===== src/rtl/wb_pkg.sv =====
// Shared definitions for the writeback stage.
// Contents: result-source encoding, load funct3 codes, and the W-slot
// state encoding that is reported on the debug output.
package wb_pkg;

    typedef enum logic [1:0] {
        RES_ALU  = 2'b00,
        RES_LOAD = 2'b01,
        RES_PC4  = 2'b10,
        RES_CSR  = 2'b11
    } result_src_e;

    localparam logic [2:0] F3_LB  = 3'b000;
    localparam logic [2:0] F3_LH  = 3'b001;
    localparam logic [2:0] F3_LW  = 3'b010;
    localparam logic [2:0] F3_LBU = 3'b100;
    localparam logic [2:0] F3_LHU = 3'b101;

    typedef enum logic [1:0] {
        W_IDLE   = 2'b00,
        W_ACTIVE = 2'b01,
        W_WAIT   = 2'b10
    } wb_state_e;

endpackage


===== src/rtl/wb_if.sv =====
// Bus bundle between the memory stage / data memory and the writeback unit.
// master : drives the M-stage fields and the load response, observes the
//          stall, register-file write port, debug state and retire count.
// slave  : the writeback unit.
interface wb_if #(
    parameter int ADDR_WIDTH     = 32,
    parameter int DAT_WIDTH      = 32,
    parameter int REG_ADDR_WIDTH = 5,
    parameter int CNT_WIDTH      = 64
);
    logic                      valid_M;
    logic                      reg_write_M;
    logic [REG_ADDR_WIDTH-1:0] rd_M;
    logic [1:0]                result_src_M;
    logic [2:0]                funct3_M;
    logic [1:0]                addr_low_M;
    logic [DAT_WIDTH-1:0]      alu_result_M;
    logic [ADDR_WIDTH-1:0]     pc_4M;
    logic [DAT_WIDTH-1:0]      csr_rdata_M;
    logic                      rvalid_i;
    logic [DAT_WIDTH-1:0]      rdata_i;
    logic                      stall_o;
    logic                      rf_we;
    logic [REG_ADDR_WIDTH-1:0] rf_waddr;
    logic [DAT_WIDTH-1:0]      rf_wdata;
    logic [1:0]                wb_state_o;
    logic [CNT_WIDTH-1:0]      instret_o;

    modport master (
        output valid_M, reg_write_M, rd_M, result_src_M, funct3_M, addr_low_M,
               alu_result_M, pc_4M, csr_rdata_M, rvalid_i, rdata_i,
        input  stall_o, rf_we, rf_waddr, rf_wdata, wb_state_o, instret_o
    );

    modport slave (
        input  valid_M, reg_write_M, rd_M, result_src_M, funct3_M, addr_low_M,
               alu_result_M, pc_4M, csr_rdata_M, rvalid_i, rdata_i,
        output stall_o, rf_we, rf_waddr, rf_wdata, wb_state_o, instret_o
    );
endinterface


===== src/rtl/writeback_unit_load_extend.sv =====
// Combinational load-data extraction (byte / half / word, sign or zero
// extended). Shared with the forwarding unit.
// Ports: i_funct3 load type, i_addr_low address bits [1:0],
//        i_rdata raw memory word, o_data extended result.
module load_extend
    import wb_pkg::*;
(
    input  logic [2:0]  i_funct3,
    input  logic [1:0]  i_addr_low,
    input  logic [31:0] i_rdata,
    output logic [31:0] o_data
);
    logic [7:0]  w_byte;
    logic [15:0] w_half;

    always_comb begin
        w_byte = 8'h00;
        case (i_addr_low)
            2'd0:    w_byte = i_rdata[7:0];
            2'd1:    w_byte = i_rdata[15:8];
            2'd2:    w_byte = i_rdata[23:16];
            default: w_byte = i_rdata[31:24];
        endcase
        // Bit 0 of the address is ignored for halves: misaligned
        // halfword accesses are trapped earlier, not here.
        w_half = i_addr_low[1] ? i_rdata[31:16] : i_rdata[15:0];

        o_data = i_rdata;
        case (i_funct3)
            F3_LB:   o_data = 32'($signed(w_byte));
            F3_LBU:  o_data = {24'h0, w_byte};
            F3_LH:   o_data = 32'($signed(w_half));
            F3_LHU:  o_data = {16'h0, w_half};
            default: o_data = i_rdata;
        endcase
    end
endmodule


===== src/rtl/writeback_unit.sv =====
// Writeback stage: holds the M/W pipeline register, selects the result
// (ALU, extracted load, PC+4, CSR), stalls on late load responses, drives
// the register-file write port and counts retired instructions.
// Ports: clk, rst_n (async active-low), bus (wb_if.slave) carrying the
// M-stage fields, load response, stall, rf write port, debug state and
// retire counter.
module writeback_unit
    import wb_pkg::*;
#(
    parameter int ADDR_WIDTH     = 32,
    parameter int DAT_WIDTH      = 32,
    parameter int REG_ADDR_WIDTH = 5,
    parameter int CNT_WIDTH      = 64
) (
    input logic  clk,
    input logic  rst_n,
    wb_if.slave  bus
);
    // W pipeline register
    logic                      r_valid_W;
    logic                      r_reg_write_W;
    logic [REG_ADDR_WIDTH-1:0] r_rd_W;
    result_src_e               r_src_W;
    logic [2:0]                r_funct3_W;
    logic [1:0]                r_addr_low_W;
    logic [DAT_WIDTH-1:0]      r_alu_W;
    logic [ADDR_WIDTH-1:0]     r_pc4_W;
    logic [DAT_WIDTH-1:0]      r_csr_W;
    wb_state_e                 r_state;
    logic [CNT_WIDTH-1:0]      r_instret;

    logic                 w_is_load;
    logic                 w_stall;
    logic                 w_complete;
    logic                 w_valid_next;
    logic                 w_load_next;
    logic [31:0]          w_load_data;
    logic [DAT_WIDTH-1:0] w_wdata;

    load_extend u_load_extend (
        .i_funct3   (r_funct3_W),
        .i_addr_low (r_addr_low_W),
        .i_rdata    (bus.rdata_i),
        .o_data     (w_load_data)
    );

    assign w_is_load  = r_valid_W && (r_src_W == RES_LOAD);
    assign w_stall    = w_is_load && !bus.rvalid_i;
    assign w_complete = r_valid_W && !w_stall;

    // While stalled the slot keeps its load, so the next state stays WAIT.
    assign w_valid_next = w_stall ? r_valid_W : bus.valid_M;
    assign w_load_next  = w_stall ? 1'b1
                                  : (bus.valid_M && (bus.result_src_M == RES_LOAD));

    always_comb begin
        w_wdata = r_alu_W;
        case (r_src_W)
            RES_ALU:  w_wdata = r_alu_W;
            RES_LOAD: w_wdata = w_load_data;
            RES_PC4:  w_wdata = DAT_WIDTH'(r_pc4_W);
            default:  w_wdata = r_csr_W;
        endcase
    end

    always_ff @(posedge clk or negedge rst_n) begin
        if (!rst_n) begin
            r_valid_W     <= 1'b0;
            r_reg_write_W <= 1'b0;
            r_rd_W        <= '0;
            r_src_W       <= RES_ALU;
            r_funct3_W    <= '0;
            r_addr_low_W  <= '0;
            r_alu_W       <= '0;
            r_pc4_W       <= '0;
            r_csr_W       <= '0;
            r_state       <= W_IDLE;
            r_instret     <= '0;
        end else begin
            if (!w_stall) begin
                r_valid_W     <= bus.valid_M;
                r_reg_write_W <= bus.reg_write_M;
                r_rd_W        <= bus.rd_M;
                r_src_W       <= result_src_e'(bus.result_src_M);
                r_funct3_W    <= bus.funct3_M;
                r_addr_low_W  <= bus.addr_low_M;
                r_alu_W       <= bus.alu_result_M;
                r_pc4_W       <= bus.pc_4M;
                r_csr_W       <= bus.csr_rdata_M;
            end
            if (!w_valid_next)
                r_state <= W_IDLE;
            else if (w_load_next)
                r_state <= W_WAIT;
            else
                r_state <= W_ACTIVE;
            if (w_complete)
                r_instret <= r_instret + CNT_WIDTH'(1);
        end
    end

    assign bus.stall_o    = w_stall;
    assign bus.rf_we      = r_valid_W && r_reg_write_W && (r_rd_W != '0) && !w_stall;
    assign bus.rf_waddr   = r_rd_W;
    assign bus.rf_wdata   = w_wdata;
    // A response arriving this cycle completes the load, so report ACTIVE.
    assign bus.wb_state_o = ((r_state == W_WAIT) && bus.rvalid_i) ? W_ACTIVE : r_state;
    assign bus.instret_o  = r_instret;
endmodule


===== src/flat_wrapper.sv =====
// flat-port wrapper written by rule: the top's interface ports become plain ports
module writeback_unit_flat import wb_pkg::*;
#(
    parameter int ADDR_WIDTH     = 32,
    parameter int DAT_WIDTH      = 32,
    parameter int REG_ADDR_WIDTH = 5,
    parameter int CNT_WIDTH      = 64
)
  (clk, rst_n, bus_valid_M, bus_reg_write_M, bus_rd_M, bus_result_src_M, bus_funct3_M, bus_addr_low_M, bus_alu_result_M, bus_pc_4M, bus_csr_rdata_M, bus_rvalid_i, bus_rdata_i, bus_stall_o, bus_rf_we, bus_rf_waddr, bus_rf_wdata, bus_wb_state_o, bus_instret_o);
  wb_if #(.ADDR_WIDTH(ADDR_WIDTH), .DAT_WIDTH(DAT_WIDTH), .REG_ADDR_WIDTH(REG_ADDR_WIDTH), .CNT_WIDTH(CNT_WIDTH)) bus_i ();
  input logic clk;
  input logic rst_n;
  input wire logic [$bits(bus_i.valid_M)-1:0] bus_valid_M;
  input wire logic [$bits(bus_i.reg_write_M)-1:0] bus_reg_write_M;
  input wire logic [$bits(bus_i.rd_M)-1:0] bus_rd_M;
  input wire logic [$bits(bus_i.result_src_M)-1:0] bus_result_src_M;
  input wire logic [$bits(bus_i.funct3_M)-1:0] bus_funct3_M;
  input wire logic [$bits(bus_i.addr_low_M)-1:0] bus_addr_low_M;
  input wire logic [$bits(bus_i.alu_result_M)-1:0] bus_alu_result_M;
  input wire logic [$bits(bus_i.pc_4M)-1:0] bus_pc_4M;
  input wire logic [$bits(bus_i.csr_rdata_M)-1:0] bus_csr_rdata_M;
  input wire logic [$bits(bus_i.rvalid_i)-1:0] bus_rvalid_i;
  input wire logic [$bits(bus_i.rdata_i)-1:0] bus_rdata_i;
  output wire logic [$bits(bus_i.stall_o)-1:0] bus_stall_o;
  output wire logic [$bits(bus_i.rf_we)-1:0] bus_rf_we;
  output wire logic [$bits(bus_i.rf_waddr)-1:0] bus_rf_waddr;
  output wire logic [$bits(bus_i.rf_wdata)-1:0] bus_rf_wdata;
  output wire logic [$bits(bus_i.wb_state_o)-1:0] bus_wb_state_o;
  output wire logic [$bits(bus_i.instret_o)-1:0] bus_instret_o;
  assign bus_i.valid_M = bus_valid_M;
  assign bus_i.reg_write_M = bus_reg_write_M;
  assign bus_i.rd_M = bus_rd_M;
  assign bus_i.result_src_M = bus_result_src_M;
  assign bus_i.funct3_M = bus_funct3_M;
  assign bus_i.addr_low_M = bus_addr_low_M;
  assign bus_i.alu_result_M = bus_alu_result_M;
  assign bus_i.pc_4M = bus_pc_4M;
  assign bus_i.csr_rdata_M = bus_csr_rdata_M;
  assign bus_i.rvalid_i = bus_rvalid_i;
  assign bus_i.rdata_i = bus_rdata_i;
  assign bus_stall_o = bus_i.stall_o;
  assign bus_rf_we = bus_i.rf_we;
  assign bus_rf_waddr = bus_i.rf_waddr;
  assign bus_rf_wdata = bus_i.rf_wdata;
  assign bus_wb_state_o = bus_i.wb_state_o;
  assign bus_instret_o = bus_i.instret_o;
  writeback_unit #(.ADDR_WIDTH(ADDR_WIDTH), .DAT_WIDTH(DAT_WIDTH), .REG_ADDR_WIDTH(REG_ADDR_WIDTH), .CNT_WIDTH(CNT_WIDTH)) u_core (.clk(clk), .rst_n(rst_n), .bus(bus_i));
endmodule

===== config.mk =====
export PLATFORM = sky130hd
export DESIGN_NAME = writeback_unit_flat
export DESIGN_NICKNAME = d
export VERILOG_FILES = /design/src/rtl/wb_pkg.sv /design/src/rtl/wb_if.sv /design/src/rtl/writeback_unit_load_extend.sv /design/src/rtl/writeback_unit.sv /design/src/flat_wrapper.sv
export SDC_FILE = /design/constraint.sdc
export NUM_CORES = 1
export LEC_CHECK = 0
export CAP_MARGIN = 40
export CORE_ASPECT_RATIO = 1.75
export CORE_UTILIZATION = 33
export CTS_BUF_LIST = sky130_fd_sc_hd__clkbuf_8
export CTS_CLUSTER_DIAMETER = 50
export DETAILED_ROUTE_END_ITERATION = 10
export DONT_BUFFER_PORTS = 1
export SLEW_MARGIN = 20
export SYNTH_ARGS = -nofsm -noshare
export SYNTH_HDL_FRONTEND = slang
export SYNTH_SLANG_ARGS = --single-unit

===== constraint.sdc =====
create_clock -name clk -period 2.6 [get_ports clk]
set_input_delay 0.26 -clock clk [delete_from_list [all_inputs] [get_ports clk]]
set_output_delay 0.26 -clock clk [all_outputs]
set_load 0.01 [all_outputs]

==> metrics.txt <==
initial antenna violation count 1; antenna-violating nets left 0; Clock Skew between 0.01 and 0.015 ns; most frequent cells in the layout nand2_1, dfrtp_1, dlygate4sd3_1, xor2_1, buf_4; crit share post-route a little over nine tenths; Vias/cell 5.29; Die Ht 217 µm; switching power around 1.8 mW; fin util roughly 42%; Die Area between 20000 and 30000 µm²; number of synthesized register bits 176; Final HPWL DP a little over 20 mm; Flop pwr share between 50% and 60%; post-synthesis sequential area ratio 50.4%; total power draw 6.04 mW; Max-Cap Viols 0; CP Max Fanout 7; largest net degree at the start of global routing around 180; Fin. Hold Viols approximately 180; GR Util All Layers a little over a fifth; Pleak 5.08 nW; top cell type's share of synthesized area 50.4%; PortBufs 0; FP Rows 78; mux contribution to synthesized area roughly 3.1%; Crit. End Element output port; Int Power ~4.3 mW; Peak VDD IR 0.466 mV; post-synthesis xor/xnor area fraction under 10%; synth top area cells dfrtp_1, nand2_1, xor2_1; hold_buf cts roughly 110; status complete, but fails checks; grt total ovfl 0; vias 7624; DIE WIDTH 125 µm; Power Dens Cells about 550 nW/µm²; Worst-Margin Slew between 0.6 and 0.7 ns; iteration-0 DRC count of the detailed router approximately 400; WL per Instance a little under 20 µm; Final Slew Violations 0; Mapped Cells 990; number of CTS-inserted buffers 17; Switching Share between 20% and 30%; failing checks DRC, hold timing; Max-slew headroom about three fifths; placed cell areas just over 9000 µm²; clk slew on worst S/H paths roughly 0.090 ns; total wire length between 20 and 30 mm; fraction of layout instances using a drive strength above 1 11.0%; TritonCTS clock tree built; post-synthesis cell area slightly below 9000 µm²; Clock Tree Root clkbuf_8; final setup vio count 0; Final min period ~2.5 ns; Worst-Skew Late Latency roughly 0.49 ns; NumNets Final between 1k and 1.5k; Syn Area/Cell between 8 and 9 µm²; Synth Area in Adders less than 1%; synth unique cells 55; HP Class in -> async; Post-synth EDFFs 0; setup TNS 0 ns; upper clock frequency limit between 400 and 500 MHz; drc violations 28; total core area approximately 26000 µm²; combinational fraction of design power ~17%; H-tree depth 4; Fin Hold WS -0.534 ns; final instance area 10900 µm²; Initial Util 33.7%; asr flop ratio synth 100%; Synth Area in Simple Gates 27.7%; clock share of power ~32%; IO Count 250; Layout area overhead 25.1%; largest area contributor in the netlist dfrtp_1; CP Class reg -> out; CTS Buffer Depth 2; GPL Wtd Cong 0.855; top_reg_cell synth dfrtp_1; post-synthesis compound-gate area fraction under 10%; RSZ-0062 raised after global routing yes; vias in the first global route ~8k; crit path DAT between 2 and 2.5 ns; commonest non-fill, non-tap cell in the layout nand2_1; Worst Setup Start Kind flip-flop; first-pass GRT wire length 44.0 mm; Syn Nets approximately 1.1k; largest family of logic cells by synthesized area simple AND/OR/NAND/NOR gates; Yosys Warn Count 0; clock sink count around 180; Req. time, crit path 2.34 ns; Pre-antenna DRT Iters 8
## what timing repair did
item	in CTS	in global routing
setup endpoints to repair	27	31
resized for setup	9	16
endpoints found under the hold margin	288	176
buffers inserted	0	7
cloned	0	1
## kinds of logic after synthesis
logic type      after synthesis
simple gates                535
mux                          20
flops                       176
compound gates              123
buf+inv                      72
fa+ha+maj                     1
xor+xnor                     63
## stage by stage
stage,instances,setup WS [ns]
floorplan,990,0.494
global placement,1291,0.215
detailed placement,1291,0.246
CTS,1433,-0.0137
global route,1442,-0.00691
finish,1442,0.120
## synth_stat cells, drive strengths merged, types with 2 or more instances
cell    count
or3         3
xor2       37
xnor2      26
nand2b      5
a21oi      31
a22oi       2
and3        5
nor4       23
nor2b      20
a21boi      2
nor2       30
o211ai      3
nor3       18
o221ai      4
o21a       16
or4         2
and2        2
mux2i       7
buf        17
dfrtp     176
clkbuf     34
a31oi       5
o221a       3
nand4      20
o21ai      27
nand3      32
mux2        8
o22ai       6
mux4        5
inv        21
or2         3
nand2     368
a211oi     19
## final timing paths
kind / startpoint / to / slack [ns] / cells past startpoint
worst max-delay path: u_core.r_addr_low_W[1]$_DFFE_PN0N_ / bus_rf_wdata[7] / 0.12 / 6
worst min-delay path: rst_n / u_core.r_alu_W[30]$_DFFE_PN0N_ / -0.53 / 0
worst max register to register: u_core.bus.instret_o[5]$_DFFE_PN0P_ / u_core.bus.instret_o[56]$_DFFE_PN0P_ / 0.20 / 6
worst min register to register: u_core.r_alu_W[20]$_DFFE_PN0N_ / u_core.r_alu_W[20]$_DFFE_PN0N_ / 0.46 / 2
max in group asynchronous: rst_n / u_core.r_funct3_W[0]$_DFFE_PN0N_ / 2.92 / 0
min in group clk: bus_rvalid_i / u_core.r_csr_W[3]$_DFFE_PN0N_ / 0.10 / 4
## power by group through the flow
stage	combinational, mW	clock (mW)	sequential [mW]
final	1.01	1.94	3.10
after global routing	1.10	2.11	3.12
after CTS	0.969	2.02	3.10
after detailed placement	0.821	0	3.15
after global placement	0.807	0	3.14
after floorplan	0.551	0	3.11
## routing by layer
layer,global-route usage [%],wire length (µm),part of all wire (%)
met5,0,0,0
met4,10.3,1020,3.6
met3,7.13,2180,7.7
met2,41.8,16000,56
met1,19.4,9260,33
## state kept, by name (all words and copies together) (netlist names)
signal,count
u_core.bus.instret_o,64
u_core.r_alu_W,32
u_core.r_csr_W,32
u_core.r_pc4_W,32
u_core.bus.rf_waddr,5
u_core.r_funct3_W,3
u_core.r_addr_low_W,2
u_core.r_src_W,2
u_core.r_state,2
u_core.r_reg_write_W,1
u_core.r_valid_W,1
## cell type report
class	instances	area, µm²
inverter	21	81.3
clock inverter	11	130
clock buffer	19	262
fill	2581	15000
timing repair buffer	152	1510
sequential	176	4410
antenna	1	2.50
tap	320	400
multi-input combinational	742	4150
## critical path, stage by stage, from the launching register on
cell	delay (ns)
dfrtp_2	0.47
and2b_2	0.27
a22o_1	0.24
a221oi_4	0.28
o31ai_4	0.13
a31oi_1	0.19
buf_4	0.15
Note: power is estimated with default switching activity, not from simulation.
